`src/rtl/tmon_master_if.sv`:
```
// rtl/tmon_master_if.sv - temperature-monitor bus bundle shared by initiator and responder

interface tmon_if #(
    parameter type DTYPE = logic [7:0]
) ();
    // status encoding: 0 OK, 1 HIGH, 2 LOW
    logic [3:0] op;
    DTYPE       opnd;
    logic       ready;
    logic       valid;
    DTYPE       data;
    logic [1:0] status;

    modport master (
        output op,
        output opnd,
        input  ready,
        input  valid,
        input  data,
        input  status
    );

    modport slave (
        input  op,
        input  opnd,
        output ready,
        output valid,
        output data,
        output status
    );
endinterface

```
`src/rtl/tmon_master.sv`:
```
// rtl/tmon_master.sv - single-outstanding-command initiator for the temperature-monitor bus

module tmon_master #(
    parameter type DTYPE   = logic [7:0],
    parameter int  TIMEOUT = 255
) (
    input  logic       clk,
    input  logic       reset,
    tmon_if.master     tmon_bus,
    input  logic       req_valid,
    input  logic [3:0] req_op,
    input  DTYPE       req_opnd,
    output logic       req_ready,
    output logic       rsp_valid,
    input  logic       rsp_ready,
    output DTYPE       rsp_data,
    output logic       rsp_err,
    input  logic       clr_alarm,
    output logic       alarm_high,
    output logic       alarm_low
);

    // Wait counter must be able to hold TIMEOUT: it steps once more on the exit cycle.
    localparam int            CW       = $clog2(TIMEOUT + 1);
    localparam logic [CW-1:0] CNT_LAST = CW'(TIMEOUT - 1);

    localparam logic [3:0] OP_RESET = 4'd0;
    localparam logic [3:0] OP_NOOP  = 4'b1000;

    localparam logic [1:0] ST_HIGH = 2'd1;
    localparam logic [1:0] ST_LOW  = 2'd2;

    localparam logic [2:0] S_IDLE      = 3'd0;
    localparam logic [2:0] S_WAIT_RDY  = 3'd1;
    localparam logic [2:0] S_ISSUE     = 3'd2;
    localparam logic [2:0] S_WAIT_DATA = 3'd3;
    localparam logic [2:0] S_RESP      = 3'd4;

    logic [2:0]    state;
    logic [2:0]    state_nxt;
    logic [CW-1:0] wait_cnt;
    logic [3:0]    op_q;
    DTYPE          opnd_q;

    logic is_read;
    logic at_last;
    logic rdy_timeout;
    logic data_timeout;
    logic rsp_done;
    logic alarm_clr;
    logic cnt_clear;

    // Opcodes 4..7 return data; everything else (including NOOPs) completes after ISSUE.
    assign is_read      = (op_q[3:2] == 2'b01);
    assign at_last      = (wait_cnt == CNT_LAST);
    assign rdy_timeout  = (state == S_WAIT_RDY)  && at_last && !tmon_bus.ready;
    assign data_timeout = (state == S_WAIT_DATA) && at_last && !tmon_bus.valid;
    assign rsp_done     = (state == S_RESP) && rsp_ready;

    // A RESET that really reached the responder also wipes the alarms when the host takes it.
    assign alarm_clr = clr_alarm || (rsp_done && (op_q == OP_RESET) && !rsp_err);

    // The counter restarts whenever either wait state is freshly entered.
    assign cnt_clear = ((state_nxt == S_WAIT_RDY)  && (state != S_WAIT_RDY)) ||
                       ((state_nxt == S_WAIT_DATA) && (state != S_WAIT_DATA));

    // Next-state decode; the awaited signal beats the timeout in the last counted cycle.
    always_comb begin
        state_nxt = state;
        case (state)
            S_IDLE: begin
                if (req_valid) begin
                    state_nxt = S_WAIT_RDY;
                end
            end
            S_WAIT_RDY: begin
                if (tmon_bus.ready) begin
                    state_nxt = S_ISSUE;
                end else if (at_last) begin
                    state_nxt = S_RESP;
                end
            end
            S_ISSUE: begin
                state_nxt = is_read ? S_WAIT_DATA : S_RESP;
            end
            S_WAIT_DATA: begin
                if (tmon_bus.valid || at_last) begin
                    state_nxt = S_RESP;
                end
            end
            S_RESP: begin
                if (rsp_ready) begin
                    state_nxt = S_IDLE;
                end
            end
            default: state_nxt = S_IDLE;
        endcase
    end

    // State register; reset drops any in-flight command without a response.
    always_ff @(posedge clk or posedge reset) begin
        if (reset) begin
            state <= S_IDLE;
        end else begin
            state <= state_nxt;
        end
    end

    // Cycle counter for the ready/valid waits.
    always_ff @(posedge clk or posedge reset) begin
        if (reset) begin
            wait_cnt <= '0;
        end else if (cnt_clear) begin
            wait_cnt <= '0;
        end else if ((state == S_WAIT_RDY) || (state == S_WAIT_DATA)) begin
            wait_cnt <= wait_cnt + CW'(1);
        end
    end

    // Command capture at accept time so the host may change its request lines afterwards.
    always_ff @(posedge clk or posedge reset) begin
        if (reset) begin
            op_q   <= OP_NOOP;
            opnd_q <= '0;
        end else if ((state == S_IDLE) && req_valid) begin
            op_q   <= req_op;
            opnd_q <= req_opnd;
        end
    end

    // Response payload: zeroed at accept, filled by returned data or flagged on timeout.
    always_ff @(posedge clk or posedge reset) begin
        if (reset) begin
            rsp_data <= '0;
            rsp_err  <= 1'b0;
        end else if ((state == S_IDLE) && req_valid) begin
            rsp_data <= '0;
            rsp_err  <= 1'b0;
        end else if (rdy_timeout || data_timeout) begin
            rsp_err  <= 1'b1;
        end else if ((state == S_WAIT_DATA) && tmon_bus.valid) begin
            rsp_data <= tmon_bus.data;
        end
    end

    // Sticky alarms; a set in the same cycle as a clear wins.
    always_ff @(posedge clk or posedge reset) begin
        if (reset) begin
            alarm_high <= 1'b0;
            alarm_low  <= 1'b0;
        end else begin
            alarm_high <= (alarm_high && !alarm_clr) || (tmon_bus.status == ST_HIGH);
            alarm_low  <= (alarm_low  && !alarm_clr) || (tmon_bus.status == ST_LOW);
        end
    end

    // Host handshake and bus drive decode from state and latched command only.
    assign req_ready     = (state == S_IDLE);
    assign rsp_valid     = (state == S_RESP);
    assign tmon_bus.op   = (state == S_ISSUE) ? op_q   : OP_NOOP;
    assign tmon_bus.opnd = (state == S_ISSUE) ? opnd_q : DTYPE'(0);

endmodule

```
`src/flat_wrapper.sv`:
```
// flat-port wrapper written by rule: the top's interface ports become plain ports
module tmon_master_flat 
#(
    parameter type DTYPE   = logic [7:0],
    parameter int  TIMEOUT = 255
)
  (clk, reset, req_valid, req_op, req_opnd, req_ready, rsp_valid, rsp_ready, rsp_data, rsp_err, clr_alarm, alarm_high, alarm_low, tmon_bus_op, tmon_bus_opnd, tmon_bus_ready, tmon_bus_valid, tmon_bus_data, tmon_bus_status);
  tmon_if #(.DTYPE(DTYPE)) tmon_bus_i ();
  input  logic clk;
  input  logic reset;
  input  logic req_valid;
  input  logic [3:0] req_op;
  input  DTYPE req_opnd;
  output logic req_ready;
  output logic rsp_valid;
  input  logic rsp_ready;
  output DTYPE rsp_data;
  output logic rsp_err;
  input  logic clr_alarm;
  output logic alarm_high;
  output logic alarm_low;
  output wire logic [$bits(tmon_bus_i.op)-1:0] tmon_bus_op;
  output wire logic [$bits(tmon_bus_i.opnd)-1:0] tmon_bus_opnd;
  input wire logic [$bits(tmon_bus_i.ready)-1:0] tmon_bus_ready;
  input wire logic [$bits(tmon_bus_i.valid)-1:0] tmon_bus_valid;
  input wire logic [$bits(tmon_bus_i.data)-1:0] tmon_bus_data;
  input wire logic [$bits(tmon_bus_i.status)-1:0] tmon_bus_status;
  assign tmon_bus_op = tmon_bus_i.op;
  assign tmon_bus_opnd = tmon_bus_i.opnd;
  assign tmon_bus_i.ready = tmon_bus_ready;
  assign tmon_bus_i.valid = tmon_bus_valid;
  assign tmon_bus_i.data = tmon_bus_data;
  assign tmon_bus_i.status = tmon_bus_status;
  tmon_master #(.DTYPE(DTYPE), .TIMEOUT(TIMEOUT)) u_core (.clk(clk), .reset(reset), .tmon_bus(tmon_bus_i), .req_valid(req_valid), .req_op(req_op), .req_opnd(req_opnd), .req_ready(req_ready), .rsp_valid(rsp_valid), .rsp_ready(rsp_ready), .rsp_data(rsp_data), .rsp_err(rsp_err), .clr_alarm(clr_alarm), .alarm_high(alarm_high), .alarm_low(alarm_low));
endmodule
```
`config.mk`:
```
export PLATFORM = sky130hd
export DESIGN_NAME = tmon_master_flat
export DESIGN_NICKNAME = d
export VERILOG_FILES = /design/src/rtl/tmon_master_if.sv /design/src/rtl/tmon_master.sv /design/src/flat_wrapper.sv
export SDC_FILE = /design/constraint.sdc
export NUM_CORES = 1
export LEC_CHECK = 0
export CAP_MARGIN = 20
export CORE_AREA = 2 2 95 78
export DETAILED_ROUTE_END_ITERATION = 8
export DIE_AREA = 0 0 97 80
export PLACE_DENSITY_LB_ADDON = 0.2
export SKIP_LAST_GASP = 1
export SYNTH_ARGS = -nofsm -noshare
export SYNTH_HDL_FRONTEND = slang
export SYNTH_SLANG_ARGS = --single-unit
```
`constraint.sdc`:
```
create_clock -name clk -period 1.4 [get_ports clk]
set_input_delay 0.28 -clock clk [delete_from_list [all_inputs] [get_ports clk]]
set_output_delay 0.28 -clock clk [all_outputs]
set_load 0.005 [all_outputs]
```
# After elaboration in Yosys (flattened, before gate mapping)
# Cells that the tools add are included.
op_classes:
  addsub: 1
  eq_ne: 13
  mux: 16
  reduce_logical: 30
ops:
  columns: ["operator", "n"]
  rows:
  - ["8-bit two-way mux", 6]
  - ["3-bit two-way mux", 6]
  - ["3-bit case mux with 5 select lines", 1]
  - ["1-bit logical AND", 13]
  - ["3-bit by 2-bit equality test with 1-bit output, second input constant", 3]
  - ["8-bit by 1-bit adder with 8-bit output, second input constant", 1]
  - ["8-bit equality test, second input constant", 1]
  - ["1-bit logical OR", 7]
  - ["3-bit by 1-bit equality test with 1-bit output, second input constant", 2]
  - ["2-bit nonzero test", 3]
  - ["2-bit by 1-bit equality test with 1-bit output, second input constant", 2]
  - ["1-bit logical NOT", 4]
  - ["4-bit logical NOT", 1]
  - ["4-bit two-way mux", 1]
  - ["3-bit equality test, second input constant", 1]
  - ["3-bit logical NOT", 1]
  - ["3-bit by 1-bit != test with 1-bit output, second input constant", 1]
  - ["3-bit by 2-bit != test with 1-bit output, second input constant", 1]
  - ["2-bit equality test, second input constant", 1]
  - ["1-bit two-way mux", 2]
  - ["2-bit by 1-bit != test with 1-bit output, second input constant", 1]
  - ["2-bit AND reduction", 1]
word_totals:
  ff_bits: 34
  output_inout_bits: 25

# Longest topological paths before layout
logic_depth:
  word_depth: 8
  ltp_mapped: 6
  depth_no_buf: 6

# Least setup slack after synthesis
# Ideal clock, no wire load.
synth_timing:
  path_type: "reg-to-reg"
  start: "register u_core.state[0]"
  end: "register u_core.op_q[1]"
  setup_time_ps: 125
  t_arrival_ps: 1295
  required_time_ps: 1275
  slack_ps: -20
  stages_incl_launch_ff: 6
  path_buffers: 2
  synth_period_minus_slack_ps: 1420
  path_cell_list: "dfrtp_1 buf_6 nor3_4 and2_4 buf_8 mux2_2"
synth_between:
  elab_chain_len: 2
synth_lines:
  columns: ["item", "line", "text"]
  rows:
  - ["start: declaration", "tmon_master.sv:39", "logic [2:0] state;"]
  - ["start signal: assignment", "tmon_master.sv:105", "state <= state_nxt;"]
  - ["3-bit logical NOT", null, null]
  - ["via req_ready", "flat_wrapper.sv:14", "output logic req_ready;"]
  - ["1-bit logical AND", "tmon_master.sv:125", "end else if ((state == S_IDLE) && req_valid) begin"]
  - ["end signal: assignment", "tmon_master.sv:126", "op_q <= req_op;"]
  - ["end: declaration", "tmon_master.sv:42", "logic [3:0] op_q;"]
# The timed path passes the listed nets, and every way through them passes these cells.
# A chain may end at the register's enable or synchronous reset.

# Worst setup path in the final report
layout_timing:
  start: "register u_core.state[2]"
  end: "output port tmon_bus_op[3]"
layout_between:
  elab_chain_len: 2
layout_lines:
  columns: ["item", "line", "text"]
  rows:
  - ["3-bit by 2-bit equality test with 1-bit output", "tmon_master.sv:160", "assign tmon_bus.op = (state == S_ISSUE) ? op_q : OP_NOOP;"]
  - ["4-bit two-way mux", "tmon_master.sv:160", null]
  - ["end: declaration", "flat_wrapper.sv:22", "output wire logic [$bits(tmon_bus_i.op)-1:0] tmon_bus_op;"]
# Every way passes these cells.

==> flow_metrics.tcl <==
set metrics [dict create \
    start_util 0.244 \
    worst_slack_ns -0.338 \
    grt_pass1_vias 1395 \
    area_growth_syn_to_layout_pct 62.3 \
    synth_ff_type "dfrtp_1" \
    pin_count 54 \
    antenna_found_initial 0 \
    power_per_cell_area_nw_per_um2 1770 \
    crit_type "reg2out" \
    antenna_left 0 \
    ys_ff_latch 34 \
    rsz0062_at_grt "yes" \
    vias 1411 \
    path_cells "nor3_4 -> buf_4 -> buf_6 -> or2b_1 -> buf_2" \
    drive_gt1_frac 0.392 \
    drtIter0Drc 62 \
    ys_async_sr_fraction 1.00 \
    cp_max_fo 2 \
    grt_use_total 0.115 \
    fp.dieW_um 97 \
    finalSetupViolCount 38 \
    synth-edff-count 0 \
    cp-start-kind "flop" \
    hold-worst-slack_ns 0.333 \
    dieArea_um2 7760 \
    h-tree-depth 2 \
    finalHoldViolCount 0 \
    syn_nets 187 \
    cp_num_buf_inv 3 \
    p_leak_uw 0.00124 \
    crit_arrival_ns 1.46 \
    violations "negative setup slack" \
    vdd_drop_max_v 0.000538 \
    firstDrtPassIters 4 \
    nets 270 \
    yosys-top-cells-area "dfrtp_1, mux2_2, nand2_1" \
    layout.cells.non_filler 327 \
    relSlewSlack 0.782 \
    min_period_ns 1.74 \
    end_kind "primary output" \
    stdcell_area_um2 2690 \
    clockRootBuffer "clkbuf_8" \
    slew_viol_final 0 \
    cp.required_ns 1.12 \
    yosysSeqAreaShare 0.514 \
    syn_area_um2 1660 \
    clock-sinks 34 \
    drc 0 \
    wirelength_um 4530 \
    place_ws_ns -0.296 \
    postCtsHoldBufs 0 \
    design.core.area_um2 6790 \
    synthDistinctLibCells 42 \
    n_antenna_cell 0 \
    yosysWarningCount 0 \
    routabilityCongestion 0.719 \
    cts_buffers 5 \
    max_stage_delay_ns 0.42 \
    dp.cells 304 \
    path_delay_family "flip-flops" \
    avgSynthCellArea_um2 10.6 \
    fp.dieH_um 80 \
    fp-row-count 27 \
    grt_overflow_total 0 \
    outcome "finished with violations" \
    wl_per_cell_um 13.8 \
    synth_compound_area_frac 0.0687 \
    grt_first_pass_wirelength_um 7020 \
    yosysTopAreaCell "dfrtp_1" \
    tritoncts "built" \
    cts.clk_slew.worst_paths_ns 0.07 \
    yosys.area.top_type_share 0.498 \
    synth_top_family_by_area "simple AND/OR/NAND/NOR gates" \
    synth.area.mux_share 0.0898 \
    clockBufferDepth 2 \
    clock_latency_ns 0.28 \
    syn_inst 156 \
    synth_xor_area_frac 0.0370 \
    finalCritPeriodShare 1.24 \
    synthAdderAreaFrac 0.0151 \
    cp_slowest_cell "dfrtp_1" \
    fmax_mhz 575 \
    dp_hpwl_um 2940 \
    worst_pin_slew_ns 0.326 \
    hp-class "in2async" \
    grt_max_degree 35 \
    vias_per_cell 4.31 \
    port_buffers 53 \
    synth-simple-area-share 0.225 \
    maxCapViolCount 0 \
    fin_worst_skew_ns 0.00178 \
    dpl_cell_area_um2 2360 \
]
cell usage after synthesis, types with 2 or more instances:
library cell,count
dfrtp_1,33
nand2_1,21
nor2_1,14
and2_1,11
mux2_2,11
o21ai_0,9
inv_1,5
nor3_1,4
xnor2_1,4
nand4_1,3
xor2_1,3
a31oi_1,2
buf_4,2
buf_6,2
ha_1,2
nand3_1,2
nor2b_1,2
nor3_2,2
routing by layer:
metal / wire (µm) / GRT usage / vias up
li1: - / - / 690
met2: 1970 / 0.162 / 31
met3: 220 / 0.0350 / 2
met5: 0 / 0 / -
met1: 2330 / 0.170 / 688
met4: 10 / 0.0296 / 0
layout make-up:
type / count / area (µm²)
Multi-Input combinational cell: 110 / 875
Timing Repair Buffer: 82 / 741
Tap cell: 87 / 109
Fill cell: 680 / 4100
Clock buffer: 8 / 90.1
Inverter: 6 / 25.0
Sequential cell: 34 / 852
cell families (layout without fill, tap and decap cells):
group / after synthesis / after routing
DFF: 34 / 34
muxes: 13 / 13
xor gates and xnor gates: 7 / 7
adders and majority gates: 2 / 2
buffers and inverters: 13 / 96
and+or+nand+nor: 69 / 70
AOI/OAI and AO/OA: 18 / 18
report_power, final:
| group | switching (µW) | internal [µW] |
|---|---|---|
| Clock | 338 | 401 |
| Sequential | 228 | 1340 |
| Combinational | 1050 | 1420 |
| Total | 1620 | 3160 |
layout by cell type, fill, tap and decap left out, types with 8 or more instances in the layout:
cell / count
and2_1: 9
buf_2: 10
buf_4: 17
buf_6: 12
clkdlybuf4s50_1: 28
dfrtp_1: 33
dlygate4sd2_1: 12
mux2_4: 12
nand2_1: 21
nor2_1: 10
o21ai_2: 8
worst min-delay path, cell delays in order:
cell and delay [ns]:
clkdlybuf4s50_1 0.39, inv_1 0.09, buf_12 0.21
state kept, by name, summed over array words and instances, names as in the netlist:
name / cells
u_core.opnd_q: 8
u_core.rsp_data: 8
u_core.wait_cnt: 8
u_core.op_q: 4
u_core.state: 3
u_core.alarm_high: 1
u_core.alarm_low: 1
u_core.rsp_err: 1
worst paths after layout:
path / start / end / slack, ns / depth (start not counted)
worst max-delay path: u_core.state[2] / tmon_bus_op[3] / -0.34 / 5
worst min register to register: u_core.alarm_high / u_core.alarm_high / 0.49 / 2
worst min-delay path: reset / u_core.opnd_q[2] / 0.33 / 3
worst max register to register: u_core.state[0] / u_core.opnd_q[3] / -0.19 / 5
max in group asynchronous: reset / u_core.op_q[3] / 0.80 / 3
min in group clk: u_core.alarm_high / u_core.alarm_high / 0.49 / 2
stage by stage:
stage	utilization	power, µW	setup TNS (ns)
after floorplan	-	2620	-0.166
after global placement	0.348	3400	-6.16
after detailed placement	0.348	3410	-5.94
after CTS	0.375	4390	-7.20
after global routing	0.396	5110	-9.65
final	0.396	4770	-6.05
repair_timing:
action                                 in CTS  in global routing
resized for setup                          78                 47
pin swaps                                  10                 16
setup endpoints to repair                  47                 44
buffers inserted                           10                  2
cloned                                      3                  0
endpoints found under the hold margin       0                  0
Power figures use the tool's default switching activity.
